===== config.mk =====
export PLATFORM = sky130hd
export DESIGN_NAME = maze_frame_driver
export DESIGN_NICKNAME = d
export VERILOG_FILES = /design/src/rtl/maze_frame_driver.sv
export SDC_FILE = /design/constraint.sdc
export NUM_CORES = 1
export LEC_CHECK = 0
export CORE_MARGIN = 1.5
export CORE_UTILIZATION = 25
export CTS_CLUSTER_SIZE = 14
export DETAILED_ROUTE_END_ITERATION = 8
export SYNTH_ARGS = -nofsm -noshare
export SYNTH_HDL_FRONTEND = slang
export SYNTH_SLANG_ARGS = --single-unit

===== constraint.sdc =====
create_clock -name clk -period 5.2 [get_ports clk]
set_input_delay 1.04 -clock clk [delete_from_list [all_inputs] [get_ports clk]]
set_output_delay 1.04 -clock clk [all_outputs]
set_load 0.05 [all_outputs]

===== src/rtl/maze_frame_driver.sv =====
// Host-side peer of the maze solver: stores a 15x15 image, serializes it, then checks the answer path.
// Optional WAIT timeout is enabled with `define MAZE_FRAME_DRIVER_TIMEOUT_EN.
module maze_frame_driver #(
    parameter int TIMEOUT_CYC = 4096,
    parameter int MAZE_DIM    = 15
) (
    input  logic        clk,
    input  logic        rst_n,
    input  logic        wr_en,
    input  logic [3:0]  wr_row,
    input  logic [14:0] wr_data,
    input  logic        start,
    output logic        maze,
    output logic        in_valid,
    input  logic        out_valid,
    input  logic        maze_not_valid,
    input  logic [3:0]  out_x,
    input  logic [3:0]  out_y,
    output logic        busy,
    output logic        done,
    output logic        pass,
    output logic        no_path,
    output logic [7:0]  path_len,
    output logic [3:0]  err
);
    localparam logic [3:0] LAST = 4'(MAZE_DIM - 1);

    if (TIMEOUT_CYC < 1 || TIMEOUT_CYC > 8191) begin : g_bad_timeout
        $error("TIMEOUT_CYC must fit the 13-bit wait counter");
    end

    typedef enum logic [2:0] {S_IDLE, S_SEND, S_WAIT, S_RECV, S_DONE} state_t;

    state_t      state, state_nx;
    logic [14:0] image [15];
    logic [3:0]  row_cnt, col_cnt;
    logic [3:0]  prev_x, prev_y;
    logic        pass_q;
    logic        timed_out;
    logic [14:0] row_bits;
    logic        cell_open;
    logic signed [4:0] dx, dy;
    logic        step_ok;

    function automatic logic [4:0] abs5(input logic signed [4:0] v);
        return v[4] ? 5'(-v) : 5'(v);
    endfunction

    // Response cell lookup; row or column 15 reads as wall.
    always_comb begin
        row_bits = '1;
        for (int r = 0; r < 15; r++)
            if (out_y == 4'(r)) row_bits = image[r];
    end

    assign cell_open = (out_x != 4'd15) && !row_bits[out_x];
    assign dx        = $signed({1'b0, out_x}) - $signed({1'b0, prev_x});
    assign dy        = $signed({1'b0, out_y}) - $signed({1'b0, prev_y});
    assign step_ok   = (abs5(dx) + abs5(dy)) == 5'd1;

`ifdef MAZE_FRAME_DRIVER_TIMEOUT_EN
    logic [12:0] to_cnt;

    always_ff @(posedge clk or negedge rst_n) begin
        if (!rst_n)              to_cnt <= '0;
        else if (state == S_WAIT) to_cnt <= to_cnt + 13'd1;
        else                      to_cnt <= '0;
    end

    assign timed_out = (state == S_WAIT) && !out_valid && (to_cnt == 13'(TIMEOUT_CYC - 1));
`else
    assign timed_out = 1'b0;
`endif

    always_ff @(posedge clk or negedge rst_n) begin
        if (!rst_n) state <= S_IDLE;
        else        state <= state_nx;
    end

    always_comb begin
        state_nx = state;
        case (state)
            S_IDLE: if (start) state_nx = S_SEND;
            S_SEND: if (row_cnt == LAST && col_cnt == LAST) state_nx = S_WAIT;
            S_WAIT: begin
                if (out_valid)      state_nx = maze_not_valid ? S_DONE : S_RECV;
                else if (timed_out) state_nx = S_DONE;
            end
            S_RECV: if (!out_valid) state_nx = S_DONE;
            S_DONE: state_nx = S_IDLE;
            default: state_nx = S_IDLE;
        endcase
    end

    always_comb begin
        in_valid = (state == S_SEND);
        maze     = (state == S_SEND) ? image[row_cnt][col_cnt] : 1'b0;
        busy     = (state == S_SEND) || (state == S_WAIT) || (state == S_RECV);
        done     = (state == S_DONE);
        pass     = (state == S_DONE) ? (err == 4'd0) : pass_q;
    end

    always_ff @(posedge clk or negedge rst_n) begin
        if (!rst_n) begin
            for (int r = 0; r < 15; r++) image[r] <= '0;
            row_cnt  <= '0;
            col_cnt  <= '0;
            prev_x   <= '0;
            prev_y   <= '0;
            pass_q   <= 1'b0;
            no_path  <= 1'b0;
            path_len <= '0;
            err      <= '0;
        end else begin
            if (wr_en && wr_row <= LAST) image[wr_row] <= wr_data;
            case (state)
                S_IDLE: if (start) begin
                    err      <= '0;
                    pass_q   <= 1'b0;
                    no_path  <= 1'b0;
                    path_len <= '0;
                    row_cnt  <= '0;
                    col_cnt  <= '0;
                end
                S_SEND: begin
                    if (col_cnt == LAST) begin
                        col_cnt <= '0;
                        row_cnt <= row_cnt + 4'd1;
                    end else begin
                        col_cnt <= col_cnt + 4'd1;
                    end
                end
                S_WAIT: begin
                    if (out_valid && maze_not_valid) begin
                        no_path <= 1'b1;
                    end else if (out_valid) begin
                        // First path beat arrives here and is checked as beat 0.
                        path_len <= 8'd1;
                        prev_x   <= out_x;
                        prev_y   <= out_y;
                        if (out_x != 4'd13 || out_y != 4'd13) err[0] <= 1'b1;
                        if (!cell_open) err[1] <= 1'b1;
                    end else if (maze_not_valid || timed_out) begin
                        err[3] <= 1'b1;
                    end
                end
                S_RECV: begin
                    if (maze_not_valid) err[3] <= 1'b1;
                    if (out_valid) begin
                        if (path_len != 8'hFF) path_len <= path_len + 8'd1;
                        if (!cell_open || !step_ok) err[1] <= 1'b1;
                        prev_x <= out_x;
                        prev_y <= out_y;
                    end else if (prev_x != 4'd1 || prev_y != 4'd1) begin
                        err[2] <= 1'b1;
                    end
                end
                S_DONE: pass_q <= (err == 4'd0);
                default: ;
            endcase
        end
    end
endmodule

== After elaboration in Yosys (flattened, before gate mapping) ==
Index checks and enable logic that the tools add are counted.

* Reductions and logical operators: 33
* Multiplexer cells: 71
* Divide/modulo/power cells: 0
* $lt $le $gt $ge: 6
* Bitwise operators: 2
* Equality and inequality tests: 41
* Shift operators: 0
* Add/sub/neg operators: 8
* $mul: 0

{| class="wikitable"
|+ Operators by type and width
! cell !! number
|-
| 15-bit 2-to-1 mux || 18
|-
| 225-bit bitwise mux || 1
|-
| 15-bit binary-select mux with 4-bit select || 1
|-
| 15-bit demux with 4-bit select || 1
|-
| 8-bit 2-to-1 mux || 5
|-
| 4-bit == test, second input constant || 9
|-
| 4-bit one-hot mux with 2 select lines || 4
|-
| 4-bit 2-to-1 mux || 7
|-
| 8-bit one-hot mux with 3 select lines || 1
|-
| 4-bit by 3-bit == test with 1-bit output, second input constant || 4
|-
| 1-bit 2-to-1 mux || 15
|-
| 3-bit 2-to-1 mux || 5
|-
| 2-bit by 1-bit != test with 1-bit output, second input constant || 7
|-
| 2-bit != test, second input constant || 7
|-
| 4-bit != test, second input constant || 3
|-
| 3-bit one-hot mux with 4 select lines || 1
|-
| 4-bit AND reduction || 3
|-
| 5-bit >= comparator, second input constant || 2
|-
| 4-bit by 5-bit less-than comparator with 1-bit output, second input constant || 2
|-
| 5-bit 2-to-1 mux || 2
|-
| 5-bit negator || 2
|-
| 4-bit inverter with 5-bit output || 2
|-
| 2-bit nonzero test || 5
|-
| 4-bit by 4-bit subtractor with 5-bit output || 2
|-
| 28 further kinds || 52
|}

* Output and inout port bits: 18
* Bits in writable memories: 0
* Bits in latches: 0
* Memories kept: 0
* Bits in read-only memories: 0
* Flip-flop bits (word level): 258

== Logic depth before layout (Yosys ltp) ==
* Depth in word-level cells: 25
* Mapped depth: 20

== Worst setup path before layout ==
No wires, ideal clock.

* Kind: input port to flip-flop
* Start point: input port out_y[0]
* End point: register err[1]
* Setup time: 0.123 ns
* Path buffers: 3
* Stages on the path: 18
* Slack: 0.579 ns
* Arrival: 4.498 ns
* Required time: 5.077 ns
* Cell sequence: buf_2 > inv_1 > buf_2 > buf_1 > ha_1 > inv_1 > fa_1 > a21o_1 > a21oi_1 > nor2b_1 > xnor2_1 > ha_1 > a21o_1 > a21oi_1 > xor3_1 > o22ai_1 > nand2_1 > o221a_2

* Longest elaborated chain between the ends: 24
* Elaborated cells between the ends (all ways): 45
* Classes of those cells: add/sub: 3; eq/ne: 17; mux: 18; reduce/logical: 7

{| class="wikitable"
|+ Ends and longest elaborated chain
! what !! line !! RTL
|-
| start, declared || 18 || <nowiki>input logic [3:0] out_y,</nowiki>
|-
| 4-bit logical NOT || 53 || <nowiki>if (out_y == 4'(r)) row_bits = image[r];</nowiki>
|-
| 15-bit 2-to-1 mux (15 in series) || 53 ||
|-
| 1-bit binary-select mux with 4-bit select || 56 || <nowiki>assign cell_open = (out_x != 4'd15) && !row_bits[out_x];</nowiki>
|-
| 1-bit 2-to-1 mux (not written as such) || 56 ||
|-
| 1-bit logical NOT || 56 ||
|-
| 1-bit logical AND || 56 ||
|-
| 1-bit logical NOT || 151 || <nowiki>if (!cell_open || !step_ok) err[1] <= 1'b1;</nowiki>
|-
| 1-bit logical OR || 151 ||
|-
| 2-bit by 1-bit != test with 1-bit output (no source line) || -- ||
|-
| 7-bit AND reduction (no source line) (*) || -- ||
|-
| end signal, assigned || 118 || <nowiki>err <= '0;</nowiki>
|-
| end signal, assigned || 142 || <nowiki>if (!cell_open) err[1] <= 1'b1;</nowiki>
|-
| end signal, assigned || 151 ||
|-
| end, declared || 24 || <nowiki>output logic [3:0] err</nowiki>
|}

Mark *: on every way between the ends. The rest lies on a longest branch, timed or not. The select of a mux whose other input is x is not followed.
A chain may end at the register's enable or synchronous reset.

== Worst setup path after layout ==
* Start point: register row_cnt[0]
* End point: output port maze

* Longest elaborated chain between the ends: 7

{| class="wikitable"
|+ Ends and longest elaborated chain
! what !! line !! RTL
|-
| start, declared || 36 || <nowiki>logic [3:0] row_cnt, col_cnt;</nowiki>
|-
| start signal, assigned || 128 || <nowiki>row_cnt <= row_cnt + 4'd1;</nowiki>
|-
| 4-bit inverter with 5-bit output (not written as such) || 97 || <nowiki>maze = (state == S_SEND) ? image[row_cnt][col_cnt] : 1'b0;</nowiki>
|-
| 15-bit binary-select mux with 4-bit select || 97 ||
|-
| 15-bit 2-to-1 mux (not written as such) (2 in series) || 97 ||
|-
| 1-bit binary-select mux with 4-bit select || 97 ||
|-
| 1-bit 2-to-1 mux (not written as such) || 97 ||
|-
| 1-bit 2-to-1 mux || 97 ||
|-
| end, declared || 13 || <nowiki>output logic maze,</nowiki>
|}

No other way between the ends. The select of a mux whose other input is x is not followed.

==> flow_summary.ini <==
[synthesis]
ys_top_cells_by_count = dfrtp_1 (258), mux2_2 (235), nor2_1 (75)
synth.largest_area_cell = dfrtp_1
synth-async-reset-ratio_pct = 100.0
synth_top_cell_area_share_pct = 43.30
synth-seq-area-share_pct = 43.30
ys_top_cells_by_area = dfrtp_1 (43%), mux2_2 (18%), mux4_2 (7.9%)
synth_edf_count = 0
synth.most_common_cell = dfrtp_1
synthDistinctLibCells = 74
synth_area_per_cell_um2 = 11.79
syn_inst = 1265
synthFlopType = dfrtp_1
synth_warnings = 0
syn_area_mm2 = 0.01491
ys_ff_latch = 258
synth_nets = 1320

[clock_tree]
cts_hold_buf = 0
post_cts.repair.setup_buffers = 0
clockRootBuffer = clkbuf_16
ctsHtreeMaxLevel = 1
cts.sinks = 258
cts_tree = built
cts_buffer_depth = 3
clkLatencyLatePin_ns = 0.55
clk_pin_slew_ns = 0.06
cts_resized = 0
cts_buffers = 29

[place]
io_buffers = 50
place_congestion = 0.8892
dp_hpwl_um = 30050
post-place-ws_ns = 0.3195

[route]
wire_per_inst_um = 22.25
drtIter0Drc = 992
drc = 0
wl_um = 46480
via_count = 11115
vias_per_cell = 5.321
antenna_left = 0
dr.pass1.iters = 5

[setup_path]
worst_ep_arrival_time_ns = 3.95
critPathCaptureType = output pin
cp_num_buf_inv = 2
cp_max_fo = 37
ff2ff_path_depth = 14
path_common_cell = mux4_2
worstSetupPathType = reg2out
crit_slowest_cell = dfrtp_4
slowest_delay_ns = 0.88
cp_top_family = multiplexers
path_depth = 7
startpoint_type = flip-flop
critPathRequiredTime_ns = 4.16
path_cells = buf_4 > mux4_2 > mux4_2 > a22oi_1 > a2111oi_0 > or3_1 > buf_12

[pwr]
power_per_cell_area_mw_per_mm2 = 432.2
leakage_nw = 6.894
worst_ir_drop_vdd_v = 0.0005907

[floorplan]
placementRows = 89
io_pins = 51
die_x_um = 247.2
die_area_mm2 = 0.06111
start_util_pct = 25.26
core_area_mm2 = 0.05902
die_h_um = 247.2

[sta]
slew_viol_final = 0
setup_slack_ns = 0.2119
min_period_ns = 4.988
slew_headroom_pct = 41.28
setup_violations = 0
fin_setup_tns_ns = 0
min_period_over_period_pct = 95.93
fmax_mhz = 200.5
rsz0062_at_grt = no
hold_violations = 0
skew_ns = 0.007796
worst-slew-pin-transition_ns = 0.8809

[grt]
antenna_found_initial = 3
gr-usage-all-layers_pct = 15.21
first_global_vias = 11454
grt_max_degree = 109
grt_pass1_wl_um = 71430
grt_overflow_total = 0

[final_layout]
drive_above_1_share_pct = 29.94
nNetsFinal = 1350
regArea_mm2 = 0.006461
antennaDiodeCount = 0
nFillCells = 5991
areaGrowthSynthToFinish_pct = 15.89
final_util_pct = 29.28
multi_input_area_mm2 = 0.007854

[hold_path]
hp-class = reg2reg
min_path_cells = 2

[outcome]
status = finished clean

[run]
drv_cap = 0
cells by family after synthesis:
| kind of cell | after synthesis | share of synthesized area, % |
|---|---|---|
| AO/OA/AOI/OAI | 233 | 10.39 |
| XOR/XNOR | 15 | 0.9819 |
| adder cells (fa/ha/maj) | 22 | 1.997 |
| buffers and inverters | 137 | 4.129 |
| flip-flops | 258 | 43.30 |
| multiplexers | 329 | 30.39 |
| AND/OR/NAND/NOR | 271 | 8.812 |
path summary, 6_finish.rpt:
| check | from | end | slack [ns] |
|---|---|---|---|
| min | no_path$_DFFE_PN0P_ | no_path$_DFFE_PN0P_ | 0.50 |
| max reg2reg | prev_y[0]$_DFFE_PN0P_ | err[1]$_DFFE_PN0P_ | 1.69 |
| max in group asynchronous | rst_n | image[146]$_DFFE_PN0P_ | 3.47 |
| min reg2reg | no_path$_DFFE_PN0P_ | no_path$_DFFE_PN0P_ | 0.50 |
| max | row_cnt[0]$_DFFE_PN0P_ | maze | 0.21 |
| min in group asynchronous | rst_n | image[165]$_DFFE_PN0P_ | 0.53 |
worst min-delay path, cell delays in order, from the launching register on:
cell     delay (ns)
dfrtp_1        0.35
nand2_1        0.05
o21ai_0        0.07
flip-flops by register name, indices dropped and copies added (netlist names):
| name | count |
|---|---|
| pass_q | 1 |
| image | 225 |
| row_cnt | 4 |
| state | 3 |
| no_path | 1 |
| col_cnt | 4 |
| prev_y | 4 |
| err | 4 |
| prev_x | 4 |
| path_len | 8 |
where the power goes:
group / leakage (nW) / total, W / switching (W) / internal, W
clock: 0.459 / 0.00206 / 0.000835 / 0.00123
sequential: 3.18 / 0.00293 / 0.000433 / 0.00250
combinational: 3.25 / 0.00247 / 0.00125 / 0.00122
total: 6.89 / 0.00747 / 0.00251 / 0.00495
placed cells by master, fill, tap and decap left out, types with 7 or more instances in the layout:
| cell | n |
|---|---|
| a21oi_1 | 54 |
| a22oi_1 | 7 |
| a31oi_1 | 10 |
| and2_1 | 8 |
| buf_4 | 44 |
| clkbuf_1 | 9 |
| clkbuf_16 | 29 |
| clkdlybuf4s50_1 | 45 |
| dfrtp_1 | 256 |
| ha_1 | 19 |
| inv_1 | 39 |
| mux2_2 | 235 |
| mux2i_1 | 24 |
| mux4_1 | 18 |
| mux4_2 | 52 |
| nand2_1 | 71 |
| nand2b_1 | 18 |
| nand3_1 | 19 |
| nand3b_1 | 7 |
| nand4_1 | 9 |
| nor2_1 | 70 |
| nor2b_1 | 13 |
| nor3_1 | 21 |
| nor4_1 | 7 |
| o21ai_0 | 55 |
| o221ai_1 | 14 |
| o22ai_1 | 16 |
| xnor2_1 | 9 |
layer usage:
layer	global-route usage [%]	share of wire, %
met3	2.485	7.0
met5	0	0.069
met2	24.74	47
met1	20.15	42
met4	5.882	3.8
metrics by stage:
step,hold WS (ns),cell area (um^2),total power [W],cells
final,0.5030,17280,0.007467,2089
after detailed placement,0.5058,16330,0.005409,2037
after CTS,0.5201,17280,0.007486,2089
after floorplan,0.4720,14910,0.004667,1265
after global routing,0.5373,17280,0.007886,2089
after global placement,0.4757,16330,0.005295,2037
final cells by class:
cell class | count | share of cell area (%)
clock buffers | 42 | 4.714
clock inverters | 10 | 0.7531
inverters | 40 | 0.8690
multi-input cells | 870 | 45.46
flip-flops and latches | 258 | 37.40
well taps | 773 | 5.598
repair buffers | 96 | 5.214
Power figures use the tool's default switching activity.
